### src/rtl/slot_bus_master.sv
// Slot bus initiator: queues read/write commands and issues one registered cs strobe per command.
// Strobe occurs 1 cycle after pop; cmd_ready drops when the FIFO is full and reads stall in RESP until rsp_ready.
// Define SLOT_MASTER_RDLAT_EN to add a WAIT cycle for slots with registered read data.
module slot_cmd_fifo #(
  parameter int WIDTH = 38,
  parameter int DEPTH = 4
) (
  input  logic             clk,
  input  logic             rst,
  input  logic             push_vld,
  output logic             push_rdy,
  input  logic [WIDTH-1:0] push_dat,
  output logic             pop_vld,
  input  logic             pop_rdy,
  output logic [WIDTH-1:0] pop_dat
);
  // Generic single-clock FIFO with an occupancy counter; DEPTH must be a power of two.
  localparam int AW = $clog2(DEPTH);
  localparam int CW = AW + 1;

  logic [WIDTH-1:0] mem [DEPTH];
  logic [AW-1:0]    wr_ptr, rd_ptr;
  logic [CW-1:0]    count;
  logic             push_fire, pop_fire;

  assign push_rdy  = (count != CW'(DEPTH));
  assign pop_vld   = (count != '0);
  assign pop_dat   = mem[rd_ptr];
  assign push_fire = push_vld & push_rdy;
  assign pop_fire  = pop_vld & pop_rdy;

  always_ff @(posedge clk) begin
    if (push_fire) mem[wr_ptr] <= push_dat;
  end

  always_ff @(posedge clk or posedge rst) begin
    if (rst) begin
      wr_ptr <= '0;
      rd_ptr <= '0;
      count  <= '0;
    end else begin
      if (push_fire) wr_ptr <= wr_ptr + 1'b1;
      if (pop_fire)  rd_ptr <= rd_ptr + 1'b1;
      case ({push_fire, pop_fire})
        2'b10:   count <= count + 1'b1;
        2'b01:   count <= count - 1'b1;
        default: count <= count;
      endcase
    end
  end
endmodule

module slot_bus_master #(
  parameter int DEPTH = 4
) (
  input  logic        clk,
  input  logic        reset,
  input  logic        cmd_valid,
  output logic        cmd_ready,
  input  logic        cmd_write,
  input  logic [4:0]  cmd_addr,
  input  logic [31:0] cmd_wdata,
  output logic        rsp_valid,
  input  logic        rsp_ready,
  output logic [31:0] rsp_rdata,
  output logic        cs,
  output logic        read,
  output logic        write,
  output logic [4:0]  addr,
  output logic [31:0] wr_data,
  input  logic [31:0] rd_data,
  output logic [15:0] txn_count
);
  typedef struct packed {
    logic        write;
    logic [4:0]  addr;
    logic [31:0] wdata;
  } cmd_t;

`ifdef SLOT_MASTER_RDLAT_EN
  typedef enum logic [1:0] {IDLE = 2'd0, ISSUE = 2'd1, RESP = 2'd2, WAIT = 2'd3} state_t;
`else
  typedef enum logic [1:0] {IDLE = 2'd0, ISSUE = 2'd1, RESP = 2'd2} state_t;
`endif

  state_t      state_q, state_d;
  cmd_t        cmd_in, head;
  logic        head_vld, head_pop;
  logic        cs_d, read_d, write_d, rsp_valid_d;
  logic [4:0]  addr_d;
  logic [31:0] wr_data_d, rsp_rdata_d;
  logic [15:0] txn_count_d;

  assign cmd_in = '{write: cmd_write, addr: cmd_addr, wdata: cmd_wdata};

  slot_cmd_fifo #(
    .WIDTH ($bits(cmd_t)),
    .DEPTH (DEPTH)
  ) u_cmd_fifo (
    .clk      (clk),
    .rst      (reset),
    .push_vld (cmd_valid),
    .push_rdy (cmd_ready),
    .push_dat (cmd_in),
    .pop_vld  (head_vld),
    .pop_rdy  (head_pop),
    .pop_dat  (head)
  );

  // Slot outputs are computed here and only ever leave through registers.
  always_comb begin
    state_d     = state_q;
    head_pop    = 1'b0;
    cs_d        = 1'b0;
    read_d      = 1'b0;
    write_d     = 1'b0;
    addr_d      = addr;
    wr_data_d   = wr_data;
    rsp_valid_d = rsp_valid;
    rsp_rdata_d = rsp_rdata;
    txn_count_d = txn_count;
    case (state_q)
      IDLE: begin
        if (head_vld) begin
          head_pop = 1'b1;
          cs_d     = 1'b1;
          write_d  = head.write;
          read_d   = ~head.write;
          addr_d   = head.addr;
          if (head.write) wr_data_d = head.wdata;
          state_d  = ISSUE;
        end
      end
      ISSUE: begin
        txn_count_d = txn_count + 16'd1;
        if (write) begin
          state_d = IDLE;
        end else begin
`ifdef SLOT_MASTER_RDLAT_EN
          state_d = WAIT;
`else
          rsp_rdata_d = rd_data;
          rsp_valid_d = 1'b1;
          state_d     = RESP;
`endif
        end
      end
`ifdef SLOT_MASTER_RDLAT_EN
      WAIT: begin
        rsp_rdata_d = rd_data;
        rsp_valid_d = 1'b1;
        state_d     = RESP;
      end
`endif
      RESP: begin
        if (rsp_ready) begin
          rsp_valid_d = 1'b0;
          state_d     = IDLE;
        end
      end
      default: state_d = IDLE;
    endcase
  end

  always_ff @(posedge clk or posedge reset) begin
    if (reset) begin
      state_q   <= IDLE;
      cs        <= 1'b0;
      read      <= 1'b0;
      write     <= 1'b0;
      addr      <= '0;
      wr_data   <= '0;
      rsp_valid <= 1'b0;
      rsp_rdata <= '0;
      txn_count <= '0;
    end else begin
      state_q   <= state_d;
      cs        <= cs_d;
      read      <= read_d;
      write     <= write_d;
      addr      <= addr_d;
      wr_data   <= wr_data_d;
      rsp_valid <= rsp_valid_d;
      rsp_rdata <= rsp_rdata_d;
      txn_count <= txn_count_d;
    end
  end
endmodule

### config.mk
export PLATFORM = sky130hd
export DESIGN_NAME = slot_bus_master
export DESIGN_NICKNAME = d
export VERILOG_FILES = /design/src/rtl/slot_bus_master.sv
export SDC_FILE = /design/constraint.sdc
export NUM_CORES = 1
export LEC_CHECK = 0
export BUFFER_PORTS_ARGS = -buffer_cell sky130_fd_sc_hd__buf_2
export CORE_UTILIZATION = 56
export DETAILED_ROUTE_END_ITERATION = 8
export GPL_TIMING_DRIVEN = 0
export MAX_ROUTING_LAYER = met4
export PLACE_DENSITY = 0.78
export RECOVER_POWER = 100
export REMOVE_ABC_BUFFERS = 1
export SYNTH_ARGS = -nofsm -noshare
export SYNTH_HDL_FRONTEND = slang
export SYNTH_SLANG_ARGS = --single-unit
export TNS_END_PERCENT = 100
### constraint.sdc
create_clock -name clk -period 3.1 [get_ports clk]
set_input_delay 0.155 -clock clk [delete_from_list [all_inputs] [get_ports clk]]
set_output_delay 0.155 -clock clk [all_outputs]
set_load 0.005 [all_outputs]
# Word-level counts from Yosys, hierarchy flattened
# Memory sizes are Yosys's and may differ from the RTL's.
# Index checks and enable logic that the tools add are counted.
dict set report op_classes {
  bitwise_logic 4
  reduce_logical 9
  addsub 5
  eq_ne 8
  muxes 16
}
# cell count
set ops {}
lappend ops {{16-bit by 1-bit adder with 16-bit output (second input constant)} 1}
lappend ops {{1-bit 2-to-1 mux} 10}
lappend ops {{2-bit 2-to-1 mux} 3}
lappend ops {{2-bit one-hot mux with 3 select lines} 1}
lappend ops {{3-bit one-hot mux with 2 select lines} 1}
lappend ops {{2-bit AND reduction} 3}
lappend ops {{3-bit AND reduction} 2}
lappend ops {{2-bit by 1-bit adder with 2-bit output (second input constant)} 2}
lappend ops {{2-bit by 1-bit equality test with 1-bit output (second input constant)} 2}
lappend ops {{2-bit equality test (second input constant)} 2}
lappend ops {{2-bit != test (second input constant)} 2}
lappend ops {{2-bit nonzero test} 2}
lappend ops {{3-bit by 1-bit adder with 3-bit output (second input constant)} 1}
lappend ops {{3-bit != test (second input constant)} 1}
lappend ops {{3-bit nonzero test} 1}
lappend ops {{3-bit by 1-bit subtractor with 3-bit output (second input constant)} 1}
lappend ops {{1-bit AND} 2}
lappend ops {{2-bit logical NOT} 1}
lappend ops {{2-bit by 1-bit != test with 1-bit output (second input constant)} 1}
lappend ops {{1-bit NOT} 2}
lappend ops {{1-bit one-hot mux with 2 select lines} 1}
dict set report word_totals {
  ff_bits 98
  elab_cells 55
  ram_bits 152
  memories 1
}
# name depth word_bits read_ports rd_clocked_by_memory_dff write_ports line
set mem_list {}
lappend mem_list {u_cmd_fifo.mem 4 38 1 0 1 21} ;# logic [WIDTH-1:0] mem [DEPTH];

# Logic depth before layout (Yosys ltp)
dict set report logic_depth {
  depth_word 6
  ltp_mapped 10
  mapped_depth_nobuf 10
}

# Modules after synthesis
# From an unflattened synthesis, not the netlist that was laid out.
dict set report hier_totals {
  hier_cells 463
  area_unflattened_um2 9417.8
}
# module cells_per_inst n_inst area_each_um2
set modules_own_cells {}
lappend modules_own_cells {slot_cmd_fifo 237 1 5908.2}
lappend modules_own_cells {slot_bus_master 226 1 3509.6}

# Worst setup path after synthesis
# OpenSTA, ideal clock, no wires.
dict set report synth_path {
  kind {reg-to-reg}
  start {register state_q[0]}
  end {register u_cmd_fifo.count[2]}
  n_path_buf 1
  stages_incl_launch_ff 10
  arrival_time_ns 1.926
  required_time_ns 3.021
  setup_slack_ns 1.095
  path_cell_list {dfrtp_1 -> or3_1 -> buf_6 -> clkinv_8 -> ha_1 -> inv_1 -> fa_1 -> xor2_1 -> nor2_1 -> xor2_1}
}
dict set report synth_via {
  elab_chain_cells 5
  elab_cells_between_ends 7
}
# element line
set synth_rtl {}
lappend synth_rtl {{start: declaration} 86} ;# state_t state_q, state_d;
lappend synth_rtl {{start signal: assignment} 177} ;# state_q <= state_d;
lappend synth_rtl {{2-bit logical NOT (*)} n/a}
lappend synth_rtl {{1-bit 2-to-1 mux (*)} n/a}
lappend synth_rtl {{net cs_d} 89} ;# logic cs_d, read_d, write_d, rsp_valid_d;
lappend synth_rtl {{1-bit AND (*)} 30} ;# assign pop_fire = pop_vld & pop_rdy;
lappend synth_rtl {{2-bit by 1-bit equality test with 1-bit output or 2-bit equality test (tied branches)} 44} ;# case ({push_fire, pop_fire})
lappend synth_rtl {{3-bit one-hot mux with 2 select lines or 2-bit nonzero test (tied branches)} n/a}
lappend synth_rtl {{end signal: assignment} 45} ;# 2'b10: count <= count + 1'b1;
lappend synth_rtl {{end signal: assignment} 46} ;# 2'b01: count <= count - 1'b1;
lappend synth_rtl {{end signal: assignment} 47} ;# default: count <= count;
lappend synth_rtl {{end: declaration} 23} ;# logic [CW-1:0] count;
# Mark *: on every way through the listed nets, which the timed path passes. The rest lies on a longest branch.
# A chain may end at the register's enable or synchronous reset.

# Worst setup path in the final report
dict set report layout_path {
  start {register state_q[1]}
  end {register rsp_rdata[6]}
}
dict set report layout_via {
  elab_chain_cells 2
}
# element line
set layout_rtl {}
lappend layout_rtl {{2-bit by 1-bit equality test with 1-bit output} 122} ;# case (state_q)
lappend layout_rtl {{2-bit AND reduction (no line)} n/a}
lappend layout_rtl {{end signal: assignment} 184} ;# rsp_rdata <= rsp_rdata_d;
lappend layout_rtl {{end: declaration} 65} ;# output logic [31:0] rsp_rdata,
# Every way passes these cells.

==> impl_metrics.py <==
metrics = {
    "logic_synthesis": {
        "ys_types": 31,
        "ys_top_cells_by_area": "edfxtp_1, dfrtp_1, mux4_2, mux2_4, mux2_2",
        "synth_top_area_cell": "edfxtp_1",
        "yosysWarningCount": 0,
        "synth.yosys.seq_area_share_pct": 73.7,
        "syn_inst": 469,
        "yosysTopAreaCellShare_pct": 48.0,
        "syn_area_per_cell_sq_um": 20.3,
        "syn_area_sq_um": 9520,
        "ys_seq_elements": 250,
    },
    "power": {
        "ir_drop_v": 0.000612,
        "power.switching_uw": 3310,
        "pwr-share-seq_pct": 45.7,
        "p_sw_share_pct": 28.8,
        "powerDensity_nw_per_um2": 967,
        "power.total_uw": 11500,
        "leakagePower_uw": 0.00456,
        "clkPwrFrac_pct": 27.5,
        "p_int_uw": 8200,
        "combPwrFrac_pct": 26.8,
    },
    "global_routing": {
        "grtUsageTotal_pct": 22.4,
        "grt_first_pass_wirelength_um": 29300,
        "overflow": 0,
        "grt_max_degree": 54,
        "grt_pass1_vias": 5603,
        "antenna_found_initial": 1,
    },
    "timing": {
        "fin_crit_ns": 2.55,
        "finalHoldViolCount": 0,
        "drv_slew": 0,
        "max_freq_mhz": 392,
        "layout_setup_ws_ns": 0.550,
        "slew_headroom_pct": 29.7,
        "rsz0062_at_grt": "no",
        "holdWs_ns": 0.141,
        "period_share_pct": 82.2,
        "worst_pin_slew_ns": 1.05,
        "tns_ns": 0,
        "fin_skew_ns": 0.00693,
        "finalSetupViolations": 0,
    },
    "floorplanning": {
        "die_area_sq_um": 17500,
        "die_h_um": 132,
        "die_w_um": 132,
        "num_io_pins": 164,
        "rows": 47,
        "start_util_pct": 57.4,
        "core_sq_um": 16600,
    },
    "worst_setup_path": {
        "crit_family": "simple AND/OR/NAND/NOR gates",
        "criticalPathCategory": "flip-flop to flip-flop",
        "cp_max_fo": 24,
        "cp.required_ns": 3.48,
        "crit_top_cell": "nor2b_1",
        "path_cells": "nor2b_1 -> nor2b_1 -> buf_8 -> mux2_1",
        "reg2reg_slack_ns": 0.55,
        "cp_num_buf_inv": 1,
        "slowest_delay_ns": 0.84,
        "crit_slowest_cell": "nor2b_1",
        "end_kind": "flip-flop",
        "crit_path_start_kind": "flip-flop",
        "worstPathArrival_ns": 2.93,
    },
    "place": {
        "gp_congestion": 0.776,
        "dpl.hpwl_um": 10600,
        "io_buffers": 163,
        "dp_slack_ns": 0.486,
    },
    "clock_network": {
        "cts_max_level": 1,
        "post_cts_resized": 0,
        "cts_buffer_depth": 3,
        "clock_latency_ns": 0.51,
        "cts.sinks": 250,
        "cts_root_buffer": "clkbuf_16",
        "cts_tree": "yes",
        "hold_buffers": 72,
        "path_clk_slew_ns": 0.06,
        "cts_buffers": 26,
        "postCtsSetupBuffers": 0,
    },
    "cells_and_area": {
        "area_delta_synth_final_pct": 25.2,
        "drive_gt1_share_pct": 26.9,
        "nNetsFinal": 803,
        "regArea_sq_um": 7020,
        "nFillCells": 1100,
        "multi_input_comb_area_sq_um": 2190,
    },
    "flow_run": {
        "cap_violations": 0,
    },
    "route": {
        "drc": 0,
        "drt-wirelength-per-cell_um": 18.8,
        "drt-pass1-iter-count": 4,
        "antenna_left": 0,
        "routed_wl_um": 18000,
        "viasPerCell": 5.32,
        "drt_iter0_drc": 176,
        "num_vias": 5110,
    },
    "hold_path": {
        "worstHoldPathType": "input pin to flip-flop",
    },
    "run_status": {
        "status": "finished, final reports clean",
    },
}
worst paths after layout:
path / start / to / cells past startpoint
max: state_q[1] / rsp_rdata[6] / 4
max reg2reg: state_q[1] / rsp_rdata[6] / 4
min in group asynchronous: reset / wr_data[24] / 3
max in group asynchronous: reset / wr_data[28] / 4
min reg2reg: addr[0] / addr[0] / 2
min: cmd_valid / u_cmd_fifo.wr_ptr[0] / 3
cells by family (layout without fill, tap and decap cells):
| logic type | Yosys count | in the layout | share of synthesized area (%) |
|---|---|---|---|
| adder cells (fa/ha/maj) | 7 | 7 | 0.999 |
| AND/OR/NAND/NOR | 57 | 57 | 3.10 |
| XOR/XNOR | 21 | 21 | 1.93 |
| AO/OA/AOI/OAI | 1 | 1 | 0.0525 |
| flip-flops | 250 | 250 | 73.7 |
| buffers and inverters | 28 | 299 | 2.13 |
| multiplexers | 105 | 105 | 18.1 |
| other | 0 | 1 | 0 |
tightest hold or removal path, stage by stage:
cell and delay [ns]:
buf_2 0.11, and2_0 0.24, xnor2_1 0.10
cell usage in the layout, fill, tap and decap left out, types with 9 or more instances in the layout:
cell type | synthesis | routed
buf_2 | 5 | 70
nand2_1 | 21 | 21
mux2_2 | 37 | 35
mux2_1 | 0 | 31
inv_1 | 10 | 9
clkbuf_16 | 0 | 29
dlygate4sd3_1 | 0 | 72
dfrtp_1 | 98 | 96
xnor2_1 | 17 | 17
mux4_2 | 38 | 38
edfxtp_1 | 152 | 152
clkbuf_1 | 3 | 94
layer usage:
layer  routed length [um]  global-route usage [%]
met5                    0                       -
met4                  337                    5.49
met3                 1020                    4.38
met2                 9110                    38.7
met1                 7570                    27.3
flip-flops by register name, indices dropped and copies added (netlist names):
signal / count
u_cmd_fifo.mem: 152
rsp_rdata: 32
wr_data: 32
txn_count: 16
addr: 5
u_cmd_fifo.count: 3
state_q: 2
u_cmd_fifo.rd_ptr: 2
u_cmd_fifo.wr_ptr: 2
cs: 1
read: 1
rsp_valid: 1
write: 1
power by group through the flow:
stage / clock, uW / sequential, uW / combinational [uW]
finish: 3160 / 5260 / 3090
CTS: 3240 / 5260 / 3620
global placement: 0 / 5340 / 3300
global route: 3370 / 5410 / 3370
floorplan: 0 / 5250 / 2250
detailed placement: 0 / 5310 / 3550
cells in the mapped netlist (all sizes together):
cell type	number
a21oi	1
and2	2
and3	6
and4	2
buf	14
clkbuf	3
clkinv	1
dfrtp	98
edfxtp	152
fa	1
ha	6
inv	10
mux2	66
mux2i	1
mux4	38
nand2	22
nand3	6
nand4	5
nor2	8
nor2b	2
nor3	1
nor3b	1
or2	1
or3	1
xnor2	17
xor2	4
cell type report:
type,count,area share [%]
Clock buffer,33,6.30
Antenna cell,1,0.0210
Clock inverter,13,1.23
Timing Repair Buffer,242,12.4
Sequential cell,250,59.0
Inverter,11,0.378
Tap cell,220,2.31
Multi-Input combinational cell,191,18.4
through the flow:
| step | util, % | cells | instance area, sq um |
|---|---|---|---|
| after floorplan | - | 452 | 9370 |
| after global placement | 63.1 | 835 | 10500 |
| after detailed placement | 64.0 | 842 | 10600 |
| after CTS | 73.7 | 960 | 12200 |
| after global routing | 71.8 | 961 | 11900 |
| final | 71.8 | 961 | 11900 |
Note: power is estimated with default switching activity, not from simulation.
